$ cat config.mk
export PLATFORM = sky130hd
export DESIGN_NAME = motor_dac_spi_tx
export DESIGN_NICKNAME = d
export VERILOG_FILES = /design/src/rtl/motor_dac_spi_tx.sv
export SDC_FILE = /design/constraint.sdc
export NUM_CORES = 1
export LEC_CHECK = 0
export CAP_MARGIN = 20
export CORE_ASPECT_RATIO = 1.2
export CORE_MARGIN = 3
export CORE_UTILIZATION = 40
export DETAILED_ROUTE_END_ITERATION = 10
export SLEW_MARGIN = 20
export SYNTH_ARGS = -nofsm -noshare
export SYNTH_HDL_FRONTEND = slang
export SYNTH_SLANG_ARGS = --single-unit
$ cat constraint.sdc
create_clock -name clk_i -period 6.25 [get_ports clk_i]
set_clock_uncertainty 0.15 [all_clocks]
set_input_delay 0.9375 -clock clk_i [delete_from_list [all_inputs] [get_ports clk_i]]
set_output_delay 0.9375 -clock clk_i [all_outputs]
set_load 0.02 [all_outputs]
$ cat src/rtl/motor_dac_spi_tx.sv
// Serialises motor ramp samples to an SPI DAC as {DAC_CMD, sample} frames.
// One sample can wait in a pending register while a frame is in flight;
// newer strobes replace it and are counted as overwrites.
module motor_dac_spi_tx #(
  parameter real        TCQ        = 0.1,
  parameter int         MOTOR_VOL  = 16,
  parameter logic [7:0] DAC_CMD    = 8'h00,
  parameter int         GAP_CYCLES = 4
) (
  input  logic                 clk_i,
  input  logic                 rst_i,
  input  logic [7:0]           sclk_div_i,
  input  logic                 motor_data_en_i,
  input  logic [MOTOR_VOL-1:0] motor_data_i,
  output logic                 dac_sclk_o,
  output logic                 dac_sync_n_o,
  output logic                 dac_sdo_o,
  output logic                 busy_o,
  output logic                 frame_done_o,
  output logic [15:0]          overwrite_cnt_o
);

  localparam int         FRAME_W  = 8 + MOTOR_VOL;
  localparam int         BIT_W    = $clog2(FRAME_W + 1);
  localparam logic [7:0] GAP_LAST = 8'(GAP_CYCLES - 1);

  // Registers carry no modelled delay; TCQ only documents the intended
  // clock-to-Q for downstream timing models. Out-of-range settings land here.
  if (GAP_CYCLES < 1 || GAP_CYCLES > 255 || TCQ < 0.0) begin : g_bad_params
  end

  typedef enum logic [2:0] {IDLE, SETUP, SHIFT, HOLD, GAP} state_t;

  state_t               state, state_nxt;
  logic [7:0]           half, half_nxt;
  logic [7:0]           cnt, cnt_nxt;
  logic [BIT_W-1:0]     bits_left, bits_nxt;
  logic [FRAME_W-1:0]   shreg, shreg_nxt;
  logic                 sclk, sclk_nxt;
  logic                 sync_n, sync_n_nxt;
  logic                 done, done_nxt;
  logic                 pend_vld, pend_vld_nxt;
  logic [MOTOR_VOL-1:0] pend_data, pend_data_nxt;
  logic [15:0]          ovw_cnt, ovw_nxt;
  logic                 phase_end;
  logic                 start;

  function automatic logic [15:0] sat_inc(input logic [15:0] v);
    return (v == 16'hFFFF) ? v : v + 16'd1;
  endfunction

  function automatic logic [7:0] clamp_div(input logic [7:0] d);
    return (d == 8'd0) ? 8'd1 : d;
  endfunction

  // A half-period of H cycles ends when the phase counter reaches H-1.
  assign phase_end = (cnt == half - 8'd1);

  // A frame may begin from IDLE or from the final GAP cycle.
  assign start = ((state == IDLE) || ((state == GAP) && (cnt == GAP_LAST))) &&
                 (motor_data_en_i || pend_vld);

  // Next-state, serial timing and pending-sample bookkeeping.
  always_comb begin
    state_nxt     = state;
    half_nxt      = half;
    cnt_nxt       = cnt;
    bits_nxt      = bits_left;
    shreg_nxt     = shreg;
    sclk_nxt      = sclk;
    sync_n_nxt    = sync_n;
    done_nxt      = 1'b0;
    pend_vld_nxt  = pend_vld;
    pend_data_nxt = pend_data;
    ovw_nxt       = ovw_cnt;

    // At a frame start the pending sample (if any) is consumed, so a strobe
    // in the same cycle simply becomes the new pending sample.
    if (start) begin
      pend_vld_nxt = pend_vld & motor_data_en_i;
      if (motor_data_en_i) begin
        pend_data_nxt = motor_data_i;
      end
    end else if (motor_data_en_i) begin
      if (pend_vld) begin
        ovw_nxt = sat_inc(ovw_cnt);
      end
      pend_vld_nxt  = 1'b1;
      pend_data_nxt = motor_data_i;
    end

    case (state)
      IDLE: begin
        cnt_nxt = 8'd0;
      end
      SETUP: begin
        if (phase_end) begin
          state_nxt = SHIFT;
          sclk_nxt  = 1'b0;
          cnt_nxt   = 8'd0;
        end else begin
          cnt_nxt = cnt + 8'd1;
        end
      end
      SHIFT: begin
        if (!phase_end) begin
          cnt_nxt = cnt + 8'd1;
        end else begin
          cnt_nxt = 8'd0;
          if (!sclk) begin
            // Rising sclk: present the next bit for the following low phase.
            sclk_nxt  = 1'b1;
            shreg_nxt = shreg << 1;
          end else if (bits_left == BIT_W'(1)) begin
            state_nxt = HOLD;
          end else begin
            sclk_nxt = 1'b0;
            bits_nxt = bits_left - 1'b1;
          end
        end
      end
      HOLD: begin
        if (phase_end) begin
          state_nxt  = GAP;
          sync_n_nxt = 1'b1;
          done_nxt   = 1'b1;
          cnt_nxt    = 8'd0;
        end else begin
          cnt_nxt = cnt + 8'd1;
        end
      end
      GAP: begin
        if (cnt == GAP_LAST) begin
          state_nxt = IDLE;
          cnt_nxt   = 8'd0;
        end else begin
          cnt_nxt = cnt + 8'd1;
        end
      end
      default: begin
        state_nxt = IDLE;
      end
    endcase

    if (start) begin
      state_nxt  = SETUP;
      half_nxt   = clamp_div(sclk_div_i);
      cnt_nxt    = 8'd0;
      bits_nxt   = BIT_W'(FRAME_W);
      shreg_nxt  = {DAC_CMD, (pend_vld ? pend_data : motor_data_i)};
      sync_n_nxt = 1'b0;
      sclk_nxt   = 1'b1;
    end
  end

  // State and datapath registers; reset aborts any frame in flight.
  always_ff @(posedge clk_i) begin
    if (rst_i) begin
      state     <= IDLE;
      half      <= 8'd1;
      cnt       <= 8'd0;
      bits_left <= '0;
      shreg     <= '0;
      sclk      <= 1'b1;
      sync_n    <= 1'b1;
      done      <= 1'b0;
      pend_vld  <= 1'b0;
      pend_data <= '0;
      ovw_cnt   <= 16'd0;
    end else begin
      state     <= state_nxt;
      half      <= half_nxt;
      cnt       <= cnt_nxt;
      bits_left <= bits_nxt;
      shreg     <= shreg_nxt;
      sclk      <= sclk_nxt;
      sync_n    <= sync_n_nxt;
      done      <= done_nxt;
      pend_vld  <= pend_vld_nxt;
      pend_data <= pend_data_nxt;
      ovw_cnt   <= ovw_nxt;
    end
  end

  assign dac_sclk_o      = sclk;
  assign dac_sync_n_o    = sync_n;
  assign dac_sdo_o       = shreg[FRAME_W-1];
  assign busy_o          = (state != IDLE);
  assign frame_done_o    = done;
  assign overwrite_cnt_o = ovw_cnt;

endmodule

# Word level (Yosys, flattened, before mapping)
# Index checks and enable logic that the tools add are counted.
[word_totals]
input_bits = 27
output_inout_bits = 21
ff_bits = 84
elab_cells = 107
[classes]
n_reduce_logical = 26
add_sub_neg = 4
bitwise_logic = 7
eq_ne = 23
muxes = 33
[ops]
columns = ["op", "count"]
rows = [
  ["16-bit 2-to-1 mux", 5],
  ["5-bit 2-to-1 mux", 5],
  ["8-bit 2-to-1 mux", 3],
  ["8-bit case mux with 3 select lines", 1],
  ["3-bit 2-to-1 mux", 6],
  ["16-bit by 1-bit adder with 16-bit output, second input constant", 1],
  ["16-bit == test, second input constant", 1],
  ["3-bit inequality test, second input constant", 5],
  ["3-bit case mux with 5 select lines", 1],
  ["2-bit inequality test, second input constant", 7],
  ["7-bit AND reduction", 2],
  ["4-bit AND reduction", 3],
  ["2-bit nonzero test", 6],
  ["1-bit 2-to-1 mux", 11],
  ["3-bit AND reduction", 3],
  ["8-bit by 1-bit adder with 8-bit output, second input constant", 1],
  ["8-bit by 2-bit == test with 1-bit output, second input constant", 1],
  ["8-bit == test", 1],
  ["8-bit zero test", 1],
  ["8-bit by 1-bit subtractor with 8-bit output, second input constant", 1],
  ["3-bit by 2-bit == test with 1-bit output, second input constant", 2],
  ["1-bit NOT", 6],
  ["3-bit nonzero test", 2],
  ["5-bit by 1-bit == test with 1-bit output, second input constant", 1],
  ["13 further kinds", 17],
]

# Logic depth before layout (Yosys ltp)
# Gate-level depths: netlist of the first run.
[logic_depth]
ltp_word = 6
depth_mapped = 10
ltp_nobuf = 8

# Worst setup path after synthesis of the first run
# No wires, ideal clock.
[synth_timing]
kind = "register -> register"
start = "reg half[0]"
end = "reg shreg[14]"
t_arrival_ns = 2.098
n_path_buf = 1
path_slack_ns = 3.899
path_stages_with_launch = 9
required_time_ns = 5.997
setup_time_ns = 0.103
period_less_slack_ns = 2.351
cell_sequence = "dfxtp_1 inv_1 ha_1 nand2b_1 a311oi_4 nand4_4 nand2b_4 buf_6 a2111oi_2"
[synth_via]
elab_chain_len = 4
[synth_lines]
columns = ["element", "line", "source"]
rows = [
  ["from (decl)", "35", "logic [7:0] half, half_nxt;"],
  ["from (signal assigned)", "172", "half <= half_nxt;"],
  ["8-bit by 1-bit subtractor with 8-bit output", "57", "assign phase_end = (cnt == half - 8'd1);"],
  ["8-bit == test", "57", ""],
  ["2-bit nonzero test (no source line)", "--", ""],
  ["3-bit AND reduction (no source line)", "--", ""],
  ["to (signal assigned)", "175", "shreg <= shreg_nxt;"],
  ["to (decl)", "38", "logic [FRAME_W-1:0] shreg, shreg_nxt;"],
]
# No other way between the ends.
# A chain may end at the register's enable or synchronous reset.

# Final worst setup path of the first run
[layout_timing]
start = "reg half[0]"
end = "reg shreg[11]"
# The elaborated chain is that of the path after synthesis.

==> results.ini, run 1 <==
[power]
power_frac_clock_pct=39.1
ir_drop_mv=0.136
p_sw_uw=456
seqPwrFrac_pct=40.8
fin_total_pwr_mw=1.48
p_leak_nw=1.83
power_density_mw_per_mm2=272
p_comb_share_pct=20.0
switching_share_pct=30.7
internal-power_mw=1.03

[timing]
setup-tns-final_ps=0
timing.slew.headroom_pct=47.5
setup_viol=0
rsz0062_at_grt=no
fin_crit_ps=3080
hold_violations=0
final.setup.worst_slack_ps=3170
worst_pin_slew_ps=786
fin_crit_sh_pct=49.3
hold-worst-slack_ps=318
fmax_mhz=325
maxSlewViolCount=0

[drt]
first_pass_iters=6
wirelength_um=10800
wl_per_cell_um=15.0
wl_met1_um=5070
via_per_inst=5.62
dr.first_iter.drc_count=244
vias=4054
wl_met3_um=469
top_layer=met4
antenna_left=0
drc_errors=0
wl_met2_um=5140

[layout]
layout.cells.non_filler=721
finalInstanceArea_mm2=0.00545
final_util_pct=48.7
diodes=0
final_layout_size_suffix_gt1_share_pct=11.3
fin_nets=594
syn_to_final_growth_pct=17.1

[min_path]
hp-start=shreg[16]
whs_endpoint=shreg[17]
min_delay_path_depth=2
min_path_type=flop to flop

[logic_synthesis]
synthFlopType=dfxtp_1
yosysSeqAreaShare_pct=36.1
synth_area_mm2=0.00465
syn_nets=573
synthArstFlopShare_pct=0
synth_edf_count=0
synth.avg_cell_area_um2=8.60
netlist_instances=541
yosysUniqueCellTypes=63
ys_ff_latch=84
ys_warn_count=0

[floorplanning]
core_area_mm2=0.0112
num_rows=42
initial_core_util_pct=41.6
die_width_um=104
top_level_ports=48
die-area_mm2=0.0130
chipHeight_um=124

[outcome]
status=completed

[worst_setup_path]
critPathCaptureType=flop
startpoint_type=flop
timing.rr.start=half[0]
critPathKind=flop to flop
reg2reg_to=shreg[11]
r2r_cells=7
arrival_ps=3150
regToRegSetupSlack_ps=3170
crit_fanout=25
worst_ep_required_time_ps=6320

[global_routing]
grt_use_total_pct=16.9
antenna_found_initial=0
grt_overflow=0
grt_max_degree=66
first_global_vias=3716
grt_pass1_wl_um=18100

[placed_design]
hpwl_um=7090
place_area_mm2=0.00512
dp_cells=705
io_buffer_count=47
gp_congestion=0.778
preCtsSetupSlack_ps=2260

[clock_tree]
cts_tree=built
clkLatencyLatePin_ps=340
postCtsHoldBufs=0
cts_root_buf=clkbuf_16
cts_made_buffers=9
cts_sinks=84
ctsResizeCount=0
cts_max_level=3
postCtsSetupRepairBufs=0
clk_pin_slew_ps=70
clockBufferDepth=2

[job]
max_cap_viol_count=0

==> cell usage after synthesis, types with 3 or more instances <==
| master | number | area [µm²] |
|---|---|---|
| dfxtp_1 | 84 | 1680 |
| nor2_1 | 64 | 240 |
| nand2_1 | 43 | 161 |
| a21oi_1 | 33 | 165 |
| o21ai_0 | 23 | 115 |
| xnor2_1 | 21 | 184 |
| mux2i_1 | 20 | 200 |
| a211oi_1 | 19 | 143 |
| nand4_1 | 17 | 106 |
| nor2b_1 | 17 | 106 |
| nor3_1 | 17 | 85.1 |
| clkbuf_1 | 16 | 60.1 |
| buf_2 | 15 | 75.1 |
| nor4_1 | 13 | 81.3 |
| nand3_1 | 12 | 60.1 |
| a2111oi_2 | 10 | 150 |
| nor4_2 | 10 | 125 |
| and3_1 | 9 | 56.3 |
| inv_1 | 7 | 26.3 |
| a2111oi_1 | 5 | 50.1 |
| buf_6 | 5 | 56.3 |
| ha_1 | 5 | 62.6 |
| or2_2 | 5 | 31.3 |
| and2_1 | 4 | 25.0 |
| xor2_1 | 4 | 35.0 |
| a311oi_1 | 3 | 26.3 |
| buf_1 | 3 | 11.3 |
| buf_4 | 3 | 22.5 |
| nand2b_1 | 3 | 18.8 |
| nor4b_1 | 3 | 26.3 |
| o211ai_1 | 3 | 22.5 |
| or3_1 | 3 | 18.8 |
| or4_1 | 3 | 22.5 |
==> worst max-delay path by stage <==
stage,start,cells past startpoint,endpoint
finish,half[0],7,shreg[11]
detailed placement,motor_data_en_i,4,shreg[10]
global placement,motor_data_en_i,4,shreg[14]
floorplan,half[0],8,shreg[14]
global route,half[0],7,shreg[11]
CTS,motor_data_en_i,4,shreg[12]
==> worst max-delay path, cell delays in order (launching register included) <==
cell	delay [ps]
dfxtp_1	450
inv_1	100
ha_1	310
nand2b_1	230
a311oi_4	460
nand4_4	440
nand2b_4	400
a2111oi_1	410
==> sequential cells by signal (all words and copies together) (netlist names) <==
register         count
pend_vld             1
state                3
cnt                  8
dac_sync_n_o         1
pend_data           16
shreg               24
overwrite_cnt_o     16
frame_done_o         1
dac_sclk_o           1
bits_left            5
half                 8
==> cell usage in the layout (no fill, tap or decap), types with 5 or more instances in the layout <==
master / count
a2111oi_1: 5
nor3_1: 17
inv_1: 7
a2111oi_2: 10
nor4_2: 10
a21oi_1: 33
dfxtp_1: 83
nand4_1: 17
nor4_1: 13
ha_1: 5
or2_2: 5
nor2b_1: 17
buf_4: 5
a211oi_1: 19
and3_1: 9
clkdlybuf4s50_1: 45
xnor2_1: 21
o21ai_0: 23
clkbuf_16: 9
mux2i_1: 20
nor2_1: 64
nand3_1: 12
nand2_1: 43
==> layout make-up <==
type                    count  area, µm²
fillers                  1073       5740
multi-input cells         408       2730
clock inverters             7       97.6
clock buffers               9        225
well taps                 154        193
inverters                   7       26.3
flip-flops and latches     84       1680
repair buffers             52        498
==> per-layer routing <==
layer  GRT usage, %  vias up
met5              0        -
met4           6.07        0
met3           3.32       12
met2           28.1       96
met1           22.1     1922
li1               -     2024
==> power groups by stage <==
stage	registers (mW)	logic, mW	clock network, mW
after CTS	0.605	0.298	0.590
after global placement	0.616	0.292	0
after detailed placement	0.617	0.296	0
after global routing	0.611	0.330	0.610
after floorplan	0.602	0.250	0
final	0.605	0.297	0.580
==> kinds of logic (layout without fill, tap and decap cells) <==
logic type               Yosys count  in the layout  synth area share, %
AO/OA/AOI/OAI                    121            121                 19.2
XOR/XNOR                          25             25                 4.71
adder cells (fa/ha/maj)            5              5                 1.34
buffers and inverters             49             75                 5.41
flip-flops                        84             84                 36.1
multiplexers                      22             22                 4.79
AND/OR/NAND/NOR                  235            235                 28.4
Note: power is estimated with default switching activity, not from simulation.
==> run 2, diff against run 1 <==
==> constraint.sdc (replaced) <==
create_clock -name clk_i -period 2.49 [get_ports clk_i]
set_clock_uncertainty 0.15 [all_clocks]
set_input_delay 0.3735 -clock clk_i [delete_from_list [all_inputs] [get_ports clk_i]]
set_output_delay 0.3735 -clock clk_i [all_outputs]
set_load 0.02 [all_outputs]
==> run 2 against run 1 <==
- largest cell class unchanged
- design area up 4.8%
- total power rose to 2.6 times the previous value
- worst setup slack worse by 3000 ps
- first-iteration DRC count down 35%
==> results.ini, run 2 (synthesis gave the netlist of run 1 again) <==
[layout]
largest_register=shreg
syn_to_final_growth_pct=22.7
fin_nets=619  ; +4.2%
fillers=1071  ; -0.19%
final_layout_size_suffix_gt1_share_pct=15.7  ; +4.4 points
final_common_cell=dfxtp_1
finalInstanceArea_mm2=0.00571  ; +4.8%
final_util_pct=51.0  ; +2.3 points
diodes=0  ; unchanged
final_cell_mix=dfxtp_1 (84), nor2_1 (64), clkdlybuf4s50_1 (46)
largest_reg_flops=24  ; unchanged

[timing]
fin_crit_ps=2360  ; -724 ps
fin_crit_sh_pct=94.6  ; +45 points
setup_viol=0  ; unchanged
fmax_mhz=424  ; +31%
setup-tns-final_ps=0  ; unchanged
maxSlewViolCount=0  ; unchanged
hold_violations=0  ; unchanged
timing.slew.headroom_pct=36.8  ; -11 points
worst_pin_slew_ps=947  ; +162 ps

[clock_tree]
clkLatencyLatePin_ps=340  ; about the same
clk_pin_slew_ps=60  ; about the same
cts_root_buf=clkbuf_16
cts_made_buffers=9  ; unchanged
clockBufferDepth=2  ; unchanged
cts_sinks=84  ; unchanged
cts_max_level=3  ; unchanged
cts_tree=built

[global_routing]
grt_use_total_pct=17.1  ; +0.18 points
antenna_found_initial=0  ; unchanged
first_global_vias=3828  ; +3.0%
grt_pass1_wl_um=18200  ; +0.57%
grt_max_degree=62  ; -6.1%
grt_overflow=0  ; unchanged

[worst_setup_path]
worst_ep_required_time_ps=2570  ; -3750 ps
crit_buf_inv=1  ; unchanged
setup.worst_path.start=half[0]
reg2reg_to=shreg[7]
startpoint_type=flop
path_cells=inv_1, ha_1, xor2_1, nand2_1, a311oi_4, nand4_4, nand2b_4, a2111oi_1
arrival_ps=2440  ; -710 ps
crit_fanout=15  ; -40%
r2r_cells=8  ; +1
max_stage_delay_ps=360  ; -100 ps
critPathKind=flop to flop
critPathCaptureType=flop
cp_slowest_cell=a2111oi_1
critPathTopFamily=compound AO/OA/AOI/OAI gates
regToRegSetupSlack_ps=130  ; -3040 ps
timing.rr.start=half[0]

[drt]
via_per_inst=5.49  ; -2.4%
wirelength_um=10900  ; +0.66%
antenna_left=0  ; unchanged
vias=4094  ; +0.99%
first_pass_iters=4  ; -2
dr.first_iter.drc_count=159  ; -35%
wl_per_cell_um=14.6  ; -2.7%
drc_errors=0  ; unchanged

[floorplanning]
initial_core_util_pct=41.6  ; unchanged
core_area_mm2=0.0112  ; unchanged
chipHeight_um=124  ; unchanged
top_level_ports=48  ; unchanged
num_rows=42  ; unchanged
die_width_um=104  ; unchanged
die-area_mm2=0.0130  ; unchanged

[power]
p_leak_nw=1.97  ; +8.0%
power_density_mw_per_mm2=667  ; +150%
ir_drop_mv=0.289  ; +110%

[min_path]
min_path_type=primary input to flop
whs_endpoint=frame_done_o
hp-start=rst_i
min_delay_path_depth=2  ; unchanged

[job]
max_cap_viol_count=0  ; unchanged

[placed_design]
gp_congestion=0.896  ; +15%
place_area_mm2=0.00534  ; +4.2%
hpwl_um=7530  ; +6.2%
io_buffer_count=47  ; unchanged

[outcome]
status=completed

## run 2: changes by cell type in the layout (fill, tap and decap cells not counted), sizes merged
cell and delta:
clkbuf +2, clkdlybuf4s50 +1, bufinv -1, inv +1, clkinvlp -1, buf +24
clkinv -1
## run 2: timing repair
action / 4_1_cts / 5_1_grt
hold buffers: 0 / 0
setup buffers: 0 / 1
hold endpoints to repair: 0 / 0
gates resized for setup: 0 / 8
endpoints found under the setup margin: 0 / 19
## run 2: area by class of cell
cell class / count / area [µm²] / area share (%)
multi-input cells: 408 / 2760 / 48.3
flip-flops and latches: 84 / 1680 / 29.5
repair buffers: 77 / 732 / 12.8
clock buffers: 11 / 253 / 4.43
well taps: 154 / 193 / 3.38
clock inverters: 5 / 66.3 / 1.16
inverters: 7 / 26.3 / 0.460
## run 2: power breakdown
group          switching, mW  internal, mW  leakage [nW]
clock network          0.584         0.846         0.155
registers             0.0698          1.43         0.686
logic                  0.518         0.363          1.13
## run 2: worst max path at each step
stage,to,cells past startpoint
2_1_floorplan,shreg[14],8
3_3_place_gp,shreg[6],4
3_5_place_dp,shreg[11],4
4_1_cts,shreg[11],7
5_1_grt,shreg[11],9
6_report,shreg[7],8
## run 2: metal layers
layer | part of all wire, % | track usage, %
met5 | 0 | 0
met1 | 48 | 22.0
met2 | 47 | 28.4
met4 | 1.7 | 6.65
met3 | 3.8 | 3.42
## run 2: per-stage QoR
step / total power [mW] / cells / worst slack, ps / hold WS, ps
detailed placement: 2.37 / 729 / -20.3 / 311
global placement: 2.36 / 729 / 87.4 / 310
finish: 3.81 / 746 / 134 / 131
floorplan: 2.14 / 541 / 139 / 297
CTS: 3.80 / 745 / 64.2 / 131
global route: 3.99 / 746 / -1.97 / 135
